==> src/rtl/fx_kp_pad.sv <==
// PC-FX K-port joypad endpoint: serialises the pad word to the KPC and
// deserialises the 32-bit word the system shifts out to the pad.
module fx_kp_pad #(
    parameter logic [3:0] PAD_ID = 4'hF
) (
    input  logic        CLK,
    input  logic        RESn,
    input  logic        CE,
    input  logic        CONNECTED,
    input  logic [11:0] BTN,
    input  logic        MODE1,
    input  logic        MODE2,
    input  logic        KP_LATCH,
    input  logic        KP_CLK,
    input  logic        KP_RW,
    input  logic        KP_DOUT,
    output logic        KP_DIN,
    output logic [31:0] RX_DATA,
    output logic        RX_STB
);

    logic        latch_s;
    logic        latch_h;
    logic        clk_s;
    logic        clk_h;
    logic        dout_s;
    logic        dl;
    logic [4:0]  cnt;
    logic [31:0] sr;
    logic [31:0] pad_word;
    logic [31:0] sr_shift;
    logic        latch_rise;
    logic        clk_rise;
    logic        clk_fall;

    always_comb begin
        pad_word = '0;
        if (CONNECTED) begin
            pad_word = {PAD_ID, 13'd0, MODE2, 1'b0, MODE1, BTN};
        end
    end

    // A latch edge masks any clock edge seen on the same CE cycle
    assign latch_rise = latch_s & ~latch_h;
    assign clk_rise   = clk_s & ~clk_h & ~latch_rise;
    assign clk_fall   = ~clk_s & clk_h & ~latch_rise;
    assign sr_shift   = {dl, sr[31:1]};

    assign KP_DIN = KP_RW | ~sr[0];

    always_ff @(posedge CLK or negedge RESn) begin
        if (!RESn) begin
            latch_s <= 1'b0;
            latch_h <= 1'b0;
            clk_s   <= 1'b0;
            clk_h   <= 1'b0;
            dout_s  <= 1'b0;
            dl      <= 1'b0;
            cnt     <= '0;
            sr      <= '0;
            RX_DATA <= '0;
            RX_STB  <= 1'b0;
        end else if (CE) begin
            latch_s <= KP_LATCH;
            latch_h <= latch_s;
            clk_s   <= KP_CLK;
            clk_h   <= clk_s;
            dout_s  <= KP_DOUT;
            RX_STB  <= 1'b0;
            if (latch_rise) begin
                sr  <= pad_word;
                cnt <= '0;
            end else if (clk_rise) begin
                sr  <= sr_shift;
                cnt <= cnt + 5'd1;
                if (cnt == 5'd31) begin
                    RX_DATA <= sr_shift;
                    RX_STB  <= 1'b1;
                end
            end
            if (clk_fall) begin
                dl <= ~dout_s;
            end
        end
    end

endmodule

==> config.mk <==
export PLATFORM = sky130hd
export DESIGN_NAME = fx_kp_pad
export DESIGN_NICKNAME = d
export VERILOG_FILES = /design/src/rtl/fx_kp_pad.sv
export SDC_FILE = /design/constraint.sdc
export NUM_CORES = 1
export LEC_CHECK = 0
export ABC_CLOCK_PERIOD_IN_PS = 1710
export CORE_ASPECT_RATIO = 1.2
export CORE_MARGIN = 4
export CORE_UTILIZATION = 35
export DETAILED_ROUTE_END_ITERATION = 7
export PLACE_DENSITY = 0.69
export SETUP_SLACK_MARGIN = 0.02
export SYNTH_ARGS = -nofsm -noshare
export SYNTH_HDL_FRONTEND = slang
export SYNTH_SLANG_ARGS = --single-unit
==> constraint.sdc <==
create_clock -name CLK -period 1.71 [get_ports CLK]
set_input_delay 0.513 -clock CLK [delete_from_list [all_inputs] [get_ports CLK]]
set_output_delay 0.513 -clock CLK [all_outputs]
set_load 0.05 [all_outputs]
### After elaboration in Yosys (flattened, before gate mapping)

Index checks and enable logic that the tools add are counted.

| word-level totals | value |
|---|---|
| register bits | 76 |
| bits in latches | 0 |
| bits in writable memories | 0 |
| bits in read-only memories | 0 |
| word-level logic and storage cells | 36 |
| memories | 0 |

| operators by class | value |
|---|---|
| $add $sub $neg | 1 |
| multipliers | 0 |
| divide/modulo/power cells | 0 |
| order comparisons | 0 |
| equal/unequal tests | 1 |
| shift operators | 0 |
| multiplexer cells | 8 |
| bitwise operators | 12 |
| reduce and logical (&&, ||, !) cells | 4 |

Operators with widths:

| operator | number |
|---|---|
| $mux 32 | 3 |
| $mux 5 | 2 |
| $not 1->1 | 6 |
| $add 5x1->5 const B | 1 |
| $and 1x1->1 | 5 |
| $eq 5x5->1 const B | 1 |
| $reduce_and 2->1 | 2 |
| $reduce_and 4->1 | 1 |
| $mux 1 | 3 |
| $reduce_bool 2->1 | 1 |
| $or 1x1->1 | 1 |

### Depth between registers and ports, before layout

Gate-level depths: netlist of run 1.

| depth | value |
|---|---|
| word-level depth | 6 |
| gate-level depth with buffers | 6 |
| depth with buffers taken out | 5 |

### Least setup slack after synthesis of run 1

Ideal clock, no wire load.

| timing path | value |
|---|---|
| kind | register to register |
| start point | reg cnt[0] |
| end point | reg RX_DATA[10] |
| data arrival time | 1.533 ns |
| required time | 1.582 ns |
| slack | 0.050 ns |
| cell stages (with the launch flop) | 7 |
| buffers on the path | 1 |
| clock period less this slack | 1.660 ns |
| path through | dfrtp_1 ha_1 and3_1 ha_1 nand4_4 buf_6 mux2_1 |

| on the way | value |
|---|---|
| word-level cells in the longest chain between the ends | 2 |

RTL lines:

| element | line | RTL |
|---|---|---|
| from (decl) | 28 | `logic [4:0] cnt;` |
| from (signal assigned) | 75 | `cnt <= cnt + 5'd1;` |
| $eq 5x5->1 | 76 | `if (cnt == 5'd31) begin` |
| $reduce_and 4->1 (no line) | -- |  |
| to (signal assigned) | 77 | `RX_DATA <= sr_shift;` |
| to (decl) | 18 | `output logic [31:0] RX_DATA,` |

No other way between the ends.
A chain may end at the register's enable or synchronous reset.

### Final worst setup path of run 1

| timing path | value |
|---|---|
| start point | reg cnt[0] |
| end point | reg RX_DATA[3] |

The elaborated chain is that of the path after synthesis.

==> results of run 1 <==
[logic make-up (layout without fill, tap and decap cells)]
group,count (synthesis),count (layout),share of synthesized area (%)
adder cells (fa/ha/maj),2,2,0.772
buffers and inverters,29,117,4.87
flip-flops,76,76,58.7
AO/OA/AOI/OAI,31,31,7.18
AND/OR/NAND/NOR,29,29,6.30
multiplexers,66,66,22.2
[flip-flops by register name (all words and copies together) (netlist names)]
| register | count |
|---|---|
| clk_s | 1 |
| dout_s | 1 |
| latch_h | 1 |
| cnt | 5 |
| latch_s | 1 |
| sr | 32 |
| clk_h | 1 |
| dl | 1 |
| RX_STB | 1 |
| RX_DATA | 32 |
[where the power goes]
group,internal [mW],switching [mW]
Sequential,2.03,0.193
Clock,0.832,0.690
Combinational,0.425,0.356
Total,3.29,1.24
[layout by cell type (no fill, tap or decap), types with 2 or more instances in the layout]
cell | netlist | layout
and4b_1 | 6 | 6
clkbuf_8 | 0 | 9
a21oi_1 | 11 | 11
inv_1 | 15 | 15
clkdlybuf4s50_1 | 0 | 19
dfrtp_1 | 76 | 76
buf_12 | 0 | 40
bufinv_16 | 0 | 2
mux2_1 | 29 | 6
nand3b_1 | 2 | 2
mux2_4 | 0 | 26
a22o_1 | 16 | 16
mux2_2 | 17 | 14
nand2_1 | 9 | 9
inv_6 | 0 | 2
buf_4 | 1 | 24
mux2i_1 | 20 | 20
[what timing repair did]
| item | 4_1_cts | 5_1_grt |
|---|---|---|
| buffers inserted | 3 | 2 |
| endpoints found under the setup margin | 33 | 32 |
| cloned | 1 | 1 |
| gates resized for setup | 24 | 9 |
| hold endpoints to repair | 0 | 0 |
| pin swaps | 1 | 1 |
[worst paths after layout]
| kind | start | slack [ns] | end | cells after the start |
|---|---|---|---|---|
| setup / recovery | cnt[0] | -0.04 | RX_DATA[3] | 7 |
| hold / removal | RESn | 0.17 | RX_DATA[24] | 2 |
| setup reg to reg | cnt[0] | -0.04 | RX_DATA[3] | 7 |
| hold reg to reg | dout_s | 0.45 | dl | 1 |
| max in group asynchronous | RESn | 1.22 | sr[6] | 2 |
| min in group CLK | dout_s | 0.45 | dl | 1 |
[cell type report]
type / instances / share of cell area (%)
Clock buffer: 9 / 2.54
Clock inverter: 7 / 2.03
Inverter: 15 / 1.16
Multi-Input combinational cell: 128 / 26.8
Sequential cell: 76 / 39.1
Tap cell: 120 / 3.08
Timing Repair Buffer: 86 / 25.3
[stage by stage]
stage               instances  util (%)
floorplan                 233         -
finish                    441      53.9
detailed placement        418      48.8
CTS                       438      53.0
global placement          418      48.8
global route              441      53.9
[metal layers]
layer | vias to the layer above | wire length [um] | GRT usage, %
met5 | - | 0 | 0
met3 | 12 | 281 | 2.84
met2 | 44 | 3390 | 21.2
li1 | 1000 | - | -
met1 | 1057 | 3000 | 18.5
met4 | 0 | 119 | 4.84
==> flow_summary.yaml, run 1 <==
final_layout:
  drive_gt1_share_pct: 39.9
  fillers: 751
  seqCellArea_sq_um: 1900
  fin_area_sq_um: 4870
  syn2layout_area_growth_pct: 50.3
  multi_input_area_sq_um: 1310
  antenna_cells: 0
  nets: 340
drt:
  ant_nets: 0
  drc_errors: 0
  num_vias: 2113
  wire_per_inst_um: 15.4
  dr.first_iter.drc_count: 144
  totalWireLength_um: 6790
  vias_per_cell: 4.79
  dr.pass1.iters: 4
grt:
  grt_pass1_vias: 2313
  grt_overflow: 0
  grtUsageTotal_pct: 13.5
  grt_pass1_wl_um: 11400
  antenna_found_initial: 0
  grt_max_degree: 77
worst_setup_path:
  cpMostUsedCell: "buf_12"
  end_kind: "register"
  cp_num_buf_inv: 2
  slowest_delay_ns: 0.37
  cpMaxStageDelayCell: "dfrtp_1"
  crit_chain: "ha_2 -> and3_4 -> ha_4 -> nand4_4 -> buf_12 -> buf_12 -> mux2_4"
  critPathTopFamily: "flip-flops"
  crit_arrival_ns: 1.98
  crit_type: "register to register"
  cp.required_ns: 1.94
  start_kind: "register"
  crit_fanout: 7
status:
  violations: "setup timing"
  status: "complete, but fails checks"
synth:
  syn_area_per_cell_sq_um: 13.9
  syn_nets: 257
  synth_top_cell_area_share_pct: 58.7
  synth_seq_area_share_pct: 58.7
  ys.flop_type: "dfrtp_1"
  synth_cell_type_count: 30
  async_flop_share_pct: 100
  synthCells: 233
  ys_top_cells_by_count: "76 x dfrtp_1, 29 x mux2_1, 20 x mux2i_1"
  synth-edff-count: 0
  synth_top_area_cell: "dfrtp_1"
  syn_area_sq_um: 3240
  synth_seq_cells: 76
  yosys.cell_count.top_type: "dfrtp_1"
  synth.area.top_cells: "dfrtp_1 59%, mux2_1 10%, mux2i_1 6.2%"
  ys_warn_count: 0
timing:
  setup_viol: 26
  max-slew-margin-rel_pct: 73.3
  fin_skew_ns: 0.0108
  finalMaxSlewViolations: 0
  min_period_over_period_pct: 103
  rsz0062_at_grt: "yes"
  worst_slew_pin_slew_ns: 0.400
  hold_ws_ns: 0.169
  setup_ws_ns: -0.0442
  clock.fmax_ghz: 0.570
  period_needed_ns: 1.75
  finalSetupTns_ns: -0.832
  hold_viol: 0
clocking:
  cts_tree: "done"
  clock_sinks: 76
  clk_transition_reported_paths_ns: 0.09
  cts_hold_buffers: 0
  cts_buffers: 9
  clockBufferDepth: 2
  clkLatencyLatePin_ns: 0.35
  h-tree-depth: 3
  root_buffer: "clkbuf_8"
place:
  hpwl_um: 4470
  place_area_sq_um: 4410
  place_worst_setup_slack_ns: -0.174
  io_buffer_count: 55
  gp_congestion: 0.740
die:
  fp.dieW_um: 95.8
  start_util_pct: 35.9
  io_pins: 56
  fp-row-count: 38
  coreArea_sq_um: 9030
  fp.dieH_um: 113
  die_area_sq_um: 10900
pwr:
  ir_drop_mv: 0.454
  p_per_area_nw_per_um2: 930
  power_mw: 4.53
  p_leak_nw: 2.42
hold_path:
  holdCritPathClass: "input pin to async pin"
run:
  max_cap_violations: 0
Note: power is estimated with default switching activity, not from simulation.
==> run 2: changes to the inputs <==
--- a/config.mk
+++ b/config.mk
@@ -15,3 +15,4 @@
 export SYNTH_ARGS = -nofsm -noshare
 export SYNTH_HDL_FRONTEND = slang
 export SYNTH_SLANG_ARGS = --single-unit
+export TNS_END_PERCENT = 10
==> run 2 against run 1 <==
The run still ends with setup timing left; global-route usage is essentially flat; non-clock buffer count decreased by 1; sequential cell count did not move; core utilization fell by 0.46 points; first-iteration DRC count shrank 7.6%; die area unchanged; final cell count fell by 0.23%; critical endpoint is now RX_DATA[13].
==> flow_summary.yaml, run 2 (synthesis gave the netlist of run 1 again) <==
worst_setup_path:
  crit_fanout: 7
  slowest_delay_ns: 0.40
  cp_num_buf_inv: 1
  cp.required_ns: 1.94
  crit_type: "register to register"
  cpMaxStageDelayCell: "dfrtp_1"
  start_kind: "register"
  end_kind: "register"
  crit_chain: "ha_2 -> and3_4 -> ha_4 -> nand4_4 -> bufbuf_16 -> mux2_1"
  crit_arrival_ns: 1.97
  critPathTopFamily: "flip-flops"
timing:
  setup_ws_ns: -0.0297
  hold_viol: 0
  rsz0062_at_grt: "yes"
  period_needed_ns: 1.74
  setup_viol: 19
  max-slew-margin-rel_pct: 73.4
  finalMaxSlewViolations: 0
  worst_slew_pin_slew_ns: 0.399
  clock.fmax_ghz: 0.575
  fin_skew_ns: 0.0115
  hold_ws_ns: 0.167
  min_period_over_period_pct: 102
pwr:
  power_mw: 4.52
  power_switching_mw: 1.23
  p_leak_nw: 2.40
  ir_drop_mv: 0.454
  p_int_mw: 3.29
  p_clk_share_pct: 33.6
  combinationalPowerShare_pct: 17.2
  swShare_pct: 27.3
  p_per_area_nw_per_um2: 936
  power_frac_seq_pct: 49.1
clocking:
  cts_buffers: 9
  clk_transition_reported_paths_ns: 0.09
  clockBufferDepth: 2
  clock_sinks: 76
  cts_tree: "done"
  clkLatencyLatePin_ns: 0.35
  h-tree-depth: 3
  root_buffer: "clkbuf_8"
die:
  start_util_pct: 35.9
  coreArea_sq_um: 9030
  fp.dieW_um: 95.8
  fp.dieH_um: 113
  fp-row-count: 38
  die_area_sq_um: 10900
  io_pins: 56
final_layout:
  layout.cells.non_filler: 440
  post-route-util_pct: 53.4
  fillers: 760
  antenna_cells: 0
  syn2layout_area_growth_pct: 49.0
  drive_gt1_share_pct: 37.5
  nets: 339
  layout_commonest_cell: "dfrtp_1"
  fin_area_sq_um: 4830
  top_regs: "RX_DATA x32, sr x32, cnt x5"
  final_cell_mix: "76 x dfrtp_1, 39 x buf_12, 24 x buf_4"
drt:
  wire_per_inst_um: 15.2
  totalWireLength_um: 6710
  vias_per_cell: 4.76
  ant_nets: 0
  dr.pass1.iters: 4
  num_vias: 2093
  dr.first_iter.drc_count: 133
  drc_errors: 0
grt:
  grtUsageTotal_pct: 13.5
  grt_pass1_vias: 2311
  antenna_found_initial: 0
  grt_overflow: 0
  grt_pass1_wl_um: 11400
  grt_max_degree: 77
status:
  status: "complete, but fails checks"
  violations: "setup timing"
place:
  place_area_sq_um: 4410
  gp_congestion: 0.740
  hpwl_um: 4470
  io_buffer_count: 55
  place_inst: 418
hold_path:
  holdCritPathClass: "input pin to async pin"
run:
  max_cap_violations: 0
==> run 2: final timing paths <==
path                                to   start  slack [ns]  cells past startpoint
max                        RX_DATA[13]  cnt[0]       -0.03                      6
min                        RX_DATA[24]    RESn        0.17                      2
max reg2reg                RX_DATA[13]  cnt[0]       -0.03                      6
min reg2reg                         dl  dout_s        0.45                      1
max in group asynchronous        sr[6]    RESn        1.22                      2
min in group CLK                    dl  dout_s        0.45                      1
==> run 2: cell type report <==
type	instances	area, sq um	area share, %
clock inverters	7	98.8	2.05
flip-flops and latches	76	1900	39.4
repair buffers	85	1220	25.2
well taps	120	150	3.11
multi-input cells	128	1280	26.5
inverters	15	56.3	1.17
clock buffers	9	124	2.57
==> run 2: per-layer routing <==
metal  GRT usage (%)  wire (um)
met3            2.84        281
met2            21.2       3310
met5               0          0
met1            18.3       2990
met4            4.84        119
==> run 2: repair_timing <==
action	CTS	global route
buffers inserted	3	1
pin swaps	1	1
resized for setup	24	1
setup endpoints to repair	33	32
hold buffers	0	0
cloned	1	1
==> run 2: through the flow <==
step / worst slack (ns) / TNS (ns)
after floorplan: 0.0498 / 0
after global placement: -0.150 / -7.73
after detailed placement: -0.174 / -8.70
after CTS: -0.0164 / -0.103
after global routing: -0.107 / -2.22
final: -0.0297 / -0.242
==> run 2: power by group through the flow <==
| stage | sequential [mW] | clock, mW | combinational, mW |
|---|---|---|---|
| 2_1_floorplan | 2.18 | 0 | 0.475 |
| 3_3_place_gp | 2.23 | 0 | 0.718 |
| 3_5_place_dp | 2.24 | 0 | 0.753 |
| 4_1_cts | 2.22 | 1.55 | 0.779 |
| 5_1_grt | 2.25 | 1.63 | 0.887 |
| 6_report | 2.22 | 1.52 | 0.779 |
==> run 2: worst reg2reg max path, cell delays in order, from the launching register on <==
cell,delay (ns)
dfrtp_1,0.40
ha_2,0.20
and3_4,0.19
ha_4,0.16
nand4_4,0.09
bufbuf_16,0.28
mux2_1,0.31
